<file path="src/rtl/lsu_pkg.sv">
// Shared types for the dual-issue load/store unit: access sizes and the queued op record.
package lsu_pkg;

  // Widest destination tag a queue entry can carry; narrower tags are zero-extended.
  localparam int LSU_TAG_MAX = 16;

  typedef enum logic [1:0] {
    SZ_BYTE = 2'd0,
    SZ_HALF = 2'd1,
    SZ_WORD = 2'd2,
    SZ_ILL  = 2'd3
  } mem_size_e;

  typedef struct packed {
    logic                   is_store;
    mem_size_e              size;
    logic                   zero_ext;
    logic [31:0]            addr;
    logic [31:0]            wdata;
    logic [LSU_TAG_MAX-1:0] tag;
  } lsu_entry_t;

  function automatic logic is_misaligned(input mem_size_e size, input logic [1:0] addr_lo);
    return ((size == SZ_HALF) && addr_lo[0]) || ((size == SZ_WORD) && (addr_lo != 2'b00));
  endfunction

endpackage

</file>
<file path="src/rtl/lsu_queue.sv">
// In-order op queue: up to two writes and one read per cycle, with a registered
// "at least two free entries" flag so the producer never overruns it.
module lsu_queue
  import lsu_pkg::*;
#(
  parameter int DEPTH = 4
) (
  input  logic       clk,
  input  logic       rst,
  input  logic [1:0] push,
  input  lsu_entry_t wr0_data,
  input  lsu_entry_t wr1_data,
  input  logic       pop,
  output lsu_entry_t head,
  output logic       empty,
  output logic       free_ge2
);

  localparam int PW = $clog2(DEPTH);
  localparam int CW = $clog2(DEPTH + 1);

  lsu_entry_t    mem_q [DEPTH];
  lsu_entry_t    mem_d [DEPTH];
  logic [PW-1:0] wr_ptr_q, wr_ptr_d;
  logic [PW-1:0] rd_ptr_q, rd_ptr_d;
  logic [CW-1:0] count_q, count_d;
  logic          free_ge2_q, free_ge2_d;

  // push is thermometer coded (01 = one entry, 11 = two), so push[1] implies push[0].
  always_comb begin
    mem_d    = mem_q;
    wr_ptr_d = wr_ptr_q;
    rd_ptr_d = rd_ptr_q;
    if (push[0]) begin
      mem_d[wr_ptr_q] = wr0_data;
      wr_ptr_d        = wr_ptr_q + PW'(1);
    end
    if (push[1]) begin
      mem_d[wr_ptr_q + PW'(1)] = wr1_data;
      wr_ptr_d                 = wr_ptr_q + PW'(2);
    end
    if (pop) begin
      rd_ptr_d = rd_ptr_q + PW'(1);
    end
    count_d    = count_q + CW'(push[0]) + CW'(push[1]) - CW'(pop);
    free_ge2_d = (count_d <= CW'(DEPTH - 2));
  end

  always_ff @(posedge clk) begin
    mem_q <= mem_d;
  end

  always_ff @(posedge clk or posedge rst) begin
    if (rst) begin
      wr_ptr_q   <= '0;
      rd_ptr_q   <= '0;
      count_q    <= '0;
      free_ge2_q <= 1'b1;
    end else begin
      wr_ptr_q   <= wr_ptr_d;
      rd_ptr_q   <= rd_ptr_d;
      count_q    <= count_d;
      free_ge2_q <= free_ge2_d;
    end
  end

  assign head     = mem_q[rd_ptr_q];
  assign empty    = (count_q == '0);
  assign free_ge2 = free_ge2_q;

endmodule

</file>
<file path="src/rtl/lsu_dual_issue.sv">
// Dual-issue load/store unit: two ops per cycle into an in-order queue, one issue per cycle.
// Build option LSU_MISALIGN_TRAP_EN: misaligned half/word ops are dropped with an err pulse.
module lsu_dual_issue
  import lsu_pkg::*;
#(
  parameter int QUEUE_DEPTH = 4,
  parameter int TAG_W       = 5
) (
  input  logic                  clk,
  input  logic                  rst,
  input  logic [1:0]            req_valid,
  output logic                  req_ready,
  input  logic [1:0]            req_is_store,
  input  logic [1:0][1:0]       req_size,
  input  logic [1:0]            req_zero_ext,
  input  logic [1:0][31:0]      req_addr,
  input  logic [1:0][31:0]      req_wdata,
  input  logic [1:0][TAG_W-1:0] req_tag,
  output logic [31:0]           mem_wr_addr,
  output logic [31:0]           mem_wr_data,
  output logic                  mem_wr_en,
  output logic [1:0]            mem_wr_size,
  output logic [31:0]           mem_rd_addr,
  output logic                  mem_rd_en,
  output logic [1:0]            mem_rd_size,
  output logic                  mem_rd_zero_ext,
  input  logic [31:0]           mem_rd_data,
  output logic                  resp_valid,
  output logic [31:0]           resp_data,
  output logic [TAG_W-1:0]      resp_tag,
  output logic                  err,
  output logic [31:0]           err_addr,
  output logic                  busy
);

  lsu_entry_t slot_e [2];
  lsu_entry_t head;
  logic [1:0] accept;
  logic       q_empty;
  logic       q_free_ge2;
  logic       head_valid, misalign, drop, do_st, do_ld;
  logic       unused_tag;

  logic [31:0]      wr_addr_q, wr_addr_d, wr_data_q, wr_data_d;
  logic [1:0]       wr_size_q, wr_size_d, rd_size_q, rd_size_d;
  logic [31:0]      rd_addr_q, rd_addr_d, err_addr_q, err_addr_d;
  logic             rd_zext_q, rd_zext_d;
  logic             pend_valid_q, pend_valid_d;
  logic [TAG_W-1:0] pend_tag_q, pend_tag_d;

  always_comb begin
    for (int i = 0; i < 2; i++) begin
      slot_e[i].is_store = req_is_store[i];
      slot_e[i].size     = mem_size_e'(req_size[i]);
      slot_e[i].zero_ext = req_zero_ext[i];
      slot_e[i].addr     = req_addr[i];
      slot_e[i].wdata    = req_wdata[i];
      slot_e[i].tag      = LSU_TAG_MAX'(req_tag[i]);
    end
  end

  // A lone slot-1 op is steered onto write port 0 so the queue stays compact.
  assign accept = req_valid & {2{q_free_ge2}};

  lsu_queue #(.DEPTH(QUEUE_DEPTH)) u_queue (
    .clk      (clk),
    .rst      (rst),
    .push     ({&accept, |accept}),
    .wr0_data (accept[0] ? slot_e[0] : slot_e[1]),
    .wr1_data (slot_e[1]),
    .pop      (head_valid),
    .head     (head),
    .empty    (q_empty),
    .free_ge2 (q_free_ge2)
  );

  always_comb begin
    head_valid = !q_empty;
`ifdef LSU_MISALIGN_TRAP_EN
    misalign   = is_misaligned(head.size, head.addr[1:0]);
`else
    misalign   = 1'b0;
`endif
    drop  = head_valid && ((head.size == SZ_ILL) || misalign);
    do_st = head_valid && !drop && head.is_store;
    do_ld = head_valid && !drop && !head.is_store;

    wr_addr_d    = do_st ? head.addr  : wr_addr_q;
    wr_data_d    = do_st ? head.wdata : wr_data_q;
    wr_size_d    = do_st ? head.size  : wr_size_q;
    rd_addr_d    = do_ld ? head.addr  : rd_addr_q;
    rd_size_d    = do_ld ? head.size  : rd_size_q;
    rd_zext_d    = do_ld ? head.zero_ext : rd_zext_q;
    err_addr_d   = drop  ? head.addr  : err_addr_q;
    pend_valid_d = do_ld;
    pend_tag_d   = do_ld ? head.tag[TAG_W-1:0] : pend_tag_q;
  end

  always_ff @(posedge clk or posedge rst) begin
    if (rst) begin
      wr_addr_q    <= '0;
      wr_data_q    <= '0;
      wr_size_q    <= '0;
      rd_addr_q    <= '0;
      rd_size_q    <= '0;
      rd_zext_q    <= 1'b0;
      err_addr_q   <= '0;
      pend_valid_q <= 1'b0;
      pend_tag_q   <= '0;
    end else begin
      wr_addr_q    <= wr_addr_d;
      wr_data_q    <= wr_data_d;
      wr_size_q    <= wr_size_d;
      rd_addr_q    <= rd_addr_d;
      rd_size_q    <= rd_size_d;
      rd_zext_q    <= rd_zext_d;
      err_addr_q   <= err_addr_d;
      pend_valid_q <= pend_valid_d;
      pend_tag_q   <= pend_tag_d;
    end
  end

  // The issuing op drives memory directly; between ops the last values are held.
  assign mem_wr_en       = do_st;
  assign mem_wr_addr     = wr_addr_d;
  assign mem_wr_data     = wr_data_d;
  assign mem_wr_size     = wr_size_d;
  assign mem_rd_en       = do_ld;
  assign mem_rd_addr     = rd_addr_d;
  assign mem_rd_size     = rd_size_d;
  assign mem_rd_zero_ext = rd_zext_d;

  assign err      = drop;
  assign err_addr = err_addr_d;

  assign resp_valid = pend_valid_q;
  assign resp_data  = pend_valid_q ? mem_rd_data : '0;
  assign resp_tag   = pend_tag_q;

  assign req_ready = q_free_ge2;
  assign busy      = head_valid || pend_valid_q;

  assign unused_tag = ^head.tag;

endmodule
</file>
<file path="config.mk">
export PLATFORM = sky130hd
export DESIGN_NAME = lsu_dual_issue
export DESIGN_NICKNAME = d
export VERILOG_FILES = /design/src/rtl/lsu_pkg.sv /design/src/rtl/lsu_queue.sv /design/src/rtl/lsu_dual_issue.sv
export SDC_FILE = /design/constraint.sdc
export NUM_CORES = 1
export LEC_CHECK = 0
export CAP_MARGIN = 20
export CORE_ASPECT_RATIO = 1.4
export CORE_MARGIN = 2
export CORE_UTILIZATION = 52
export CTS_CLUSTER_SIZE = 40
export DETAILED_ROUTE_END_ITERATION = 12
export HOLD_SLACK_MARGIN = 0.1
export PLACE_DENSITY = 0.8
export SYNTH_ARGS = -nofsm -noshare
export SYNTH_HDL_FRONTEND = slang
export SYNTH_SLANG_ARGS = --single-unit
</file>
<file path="constraint.sdc">
create_clock -name clk -period 7.97 [get_ports clk]
set_input_delay 2.391 -clock clk [delete_from_list [all_inputs] [get_ports clk]]
set_output_delay 2.391 -clock clk [all_outputs]
set_load 0.005 [all_outputs]
</file>
==> results.cfg <==
[grt]
grt_pass1_vias = 16800
grt_use_total_pct = 32.2
grt_antenna_before_repair = 12
grt_pass1_wl_um = 92800
grt_overflow = 0
grt_start_max_net_pins = 99

[route]
drt-wirelength-per-cell_um = 23.9
vias = 16400
ant_nets = 0
drc = 0
first_pass_iters = 6
avgViaCountPerCell = 6.40
wl_um = 61100
drt_iter0_drc = 1921

[floorplan]
coreArea_mm2 = 0.0350
ios = 358
rows = 81
die_h_um = 227
start_util_pct = 52.9
die-area_mm2 = 0.0371
fp.dieW_um = 163

[clock_tree]
post_cts_resized = 0
post_cts_buffers = 0
ctsRootBufferMaster = clkbuf_16
holdBufCountCts = 0
cts.sinks = 439
cts.reportedPaths.clkPinSlew_ns = 0.06
clk_latency_ns = 0.56
cts_max_level = 2
cts_tree = yes
cts-buffers-inserted = 44
clockBufferDepth = 3

[sta]
finalMaxSlewViolations = 0
finClkSkew_ns = 0.0206
setup_tns_ns = 0
hold_violations = 0
whs_ns = 0.479
rsz0062_at_grt = false
post-route-period-util_pct = 82.3
worst_slew_pin_slew_ns = 1.16
maxSlewHeadroom_pct = 22.4
fmax_ghz = 0.152
fin_crit_ns = 6.56
finalSetupViolCount = 0

[worst_setup_path]
startpoint = u_queue.rd_ptr_q[0]$_DFFE_PP0P_
end_kind = primary output
critPathTopFamily = buffers and inverters
critical-path-slowest-cell = dfrtp_4
cp-start-kind = flip-flop
slowest_delay_ns = 0.95
timing.rr.start = u_queue.free_ge2$_DFF_PP1_
required_ns = 5.58
cp_cell_sequence = mux4_2, and2_4, nor2_4, buf_4, mux2_1, clkdlybuf4s50_1
worst_r2r_path_depth = 9
crit_arrival_ns = 4.17
worstPathMaxFanout = 65
crit_type = flip-flop to primary output
path_depth = 6
worst-path-buf-inv = 2

[logic_synthesis]
synth_fp_nets = 1978
synth_top_family_by_area = compound AO/OA/AOI/OAI gates
synth_warnings = 0
ys_top_cells_by_area = dfxtp_1 32%, dfrtp_1 20%, o22ai_1 9.9%
synthAdderAreaFrac_pct = 1.03
netlist_area_mm2 = 0.0185
ys_seq_area_share_pct = 51.5
yosys.area.top_type = dfxtp_1
synth-compound-area-share_pct = 18.2
ys_ff_latch = 439
syn-instance-count = 1782
netlist.area_leader.share_pct = 31.6
synthSimpleGateAreaFrac_pct = 7.85
synth_xor_area_share_pct = 0.189
avgSynthCellArea_um2 = 10.4
synth_cell_types = 31
synthMuxAreaShare_pct = 17.0

[layout]
area_growth_pct = 28.2
layout-drive-gt1-share_pct = 12.6
nets = 2246
layout_commonest_cell = clkdlybuf4s50_1
final_cell_mix = 357 x clkdlybuf4s50_1, 297 x nor2_1, 294 x a21oi_1

[run]
drv_cap = 0

[power]
ir_drop_uv = 330
power_density_mw_per_mm2 = 542
leakagePower_uw = 0.00926

[worst_hold_path]
min_path_cells = 1
min-delay-start = wr_data_q[3]$_DFF_PP0_
hold_path.class = flip-flop to flip-flop

[placed_design]
numPortBuffers = 357
globalplace.congestion = 0.800
dp_hpwl_um = 35300

[run_status]
status = completed
## power breakdown
group	switching (µW)	total [µW]	internal, µW
registers	605	4040	3430
logic	2930	6740	3810
clock network	887	2070	1180
## worst register-to-register path, stage by stage, from the launching register on
cell,delay (ns)
dfstp_2,0.54
and2_1,0.40
inv_1,0.32
ha_1,0.42
nor2b_4,0.43
buf_4,0.55
a21boi_4,0.24
buf_4,0.36
nor2_1,0.22
a21oi_1,0.06
## worst paths after layout
check	endpoint	slack, ns
worst max register to register	u_queue.mem_q[196]$_DFF_P_	4.27
worst min register to register	wr_data_q[3]$_DFF_PP0_	0.48
max in group asynchronous	wr_addr_q[25]$_DFF_PP0_	4.33
min in group asynchronous	rd_addr_q[0]$_DFF_PP0_	2.43
worst max-delay path	mem_wr_addr[27]	1.41
worst min-delay path	wr_data_q[3]$_DFF_PP0_	0.48
## cells by family (layout without fill, tap and decap cells)
kind of cell               after synthesis  after routing
AOI/OAI and AO/OA                      596            596
DFF                                    439            439
and+or+nand+nor                        354            354
muxes                                  207            207
buffers and inverters                  168            472
adders and majority gates               14             14
xor gates and xnor gates                 4              4
other                                    0             16
## Yosys cell counts
master    count
nor2_1      297
a21oi_1     294
dfxtp_1     292
o22ai_1     292
dfrtp_1     146
clkbuf_1    111
mux2_2       76
mux4_2       73
mux2_1       58
and2_1       33
buf_2        32
ha_1         12
nand2_1      12
inv_1        10
buf_4         7
buf_8         5
nor2b_1       5
a21boi_0      4
o22a_1        4
xnor2_1       4
buf_6         3
fa_1          2
nor2_4        2
a211oi_1      1
and2_4        1
dfstp_2       1
nand2_2       1
nand2b_1      1
nor3_1        1
o21ai_0       1
or2_1         1
## area by class of cell
cell class / count / area, µm²
clock inverters: 20 / 164
clock buffers: 62 / 1270
well taps: 456 / 571
diodes: 16 / 40.0
flip-flops and latches: 439 / 9530
inverters: 10 / 42.5
repair buffers: 380 / 3760
multi-input cells: 1175 / 8340
fillers: 2600 / 11200
## state kept, by name (all words and copies together), names as in the netlist
| signal | cells |
|---|---|
| err_addr_q | 32 |
| wr_size_q | 2 |
| u_queue.wr_ptr_q | 2 |
| u_queue.mem_q | 292 |
| wr_data_q | 32 |
| u_queue.rd_ptr_q | 2 |
| u_queue.free_ge2 | 1 |
| resp_valid | 1 |
| rd_addr_q | 32 |
| rd_zext_q | 1 |
| u_queue.count_q | 3 |
| wr_addr_q | 32 |
| rd_size_q | 2 |
| resp_tag | 5 |
## per-stage QoR
stage	power, µW	worst slack [ns]	area (µm²)	utilization [%]	std cells
floorplan	7810	1.63	18500	-	1782
global placement	10500	1.97	22200	63.6	2460
detailed placement	10700	1.93	22200	63.6	2460
CTS	12800	1.34	23700	67.7	2542
global route	13500	1.19	23700	67.8	2555
finish	12800	1.41	23700	67.8	2558
## metal layers
metal  wire, µm  track usage [%]  share of wire, %  vias up
met4       2650             17.2               4.3        0
met2      31100             56.4                51     1113
met5          0                0                 0        -
met1      21400             36.9                35     7985
li1           -                -                 -     7080
met3       5970             6.36               9.8      199
Power figures use the tool's default switching activity.
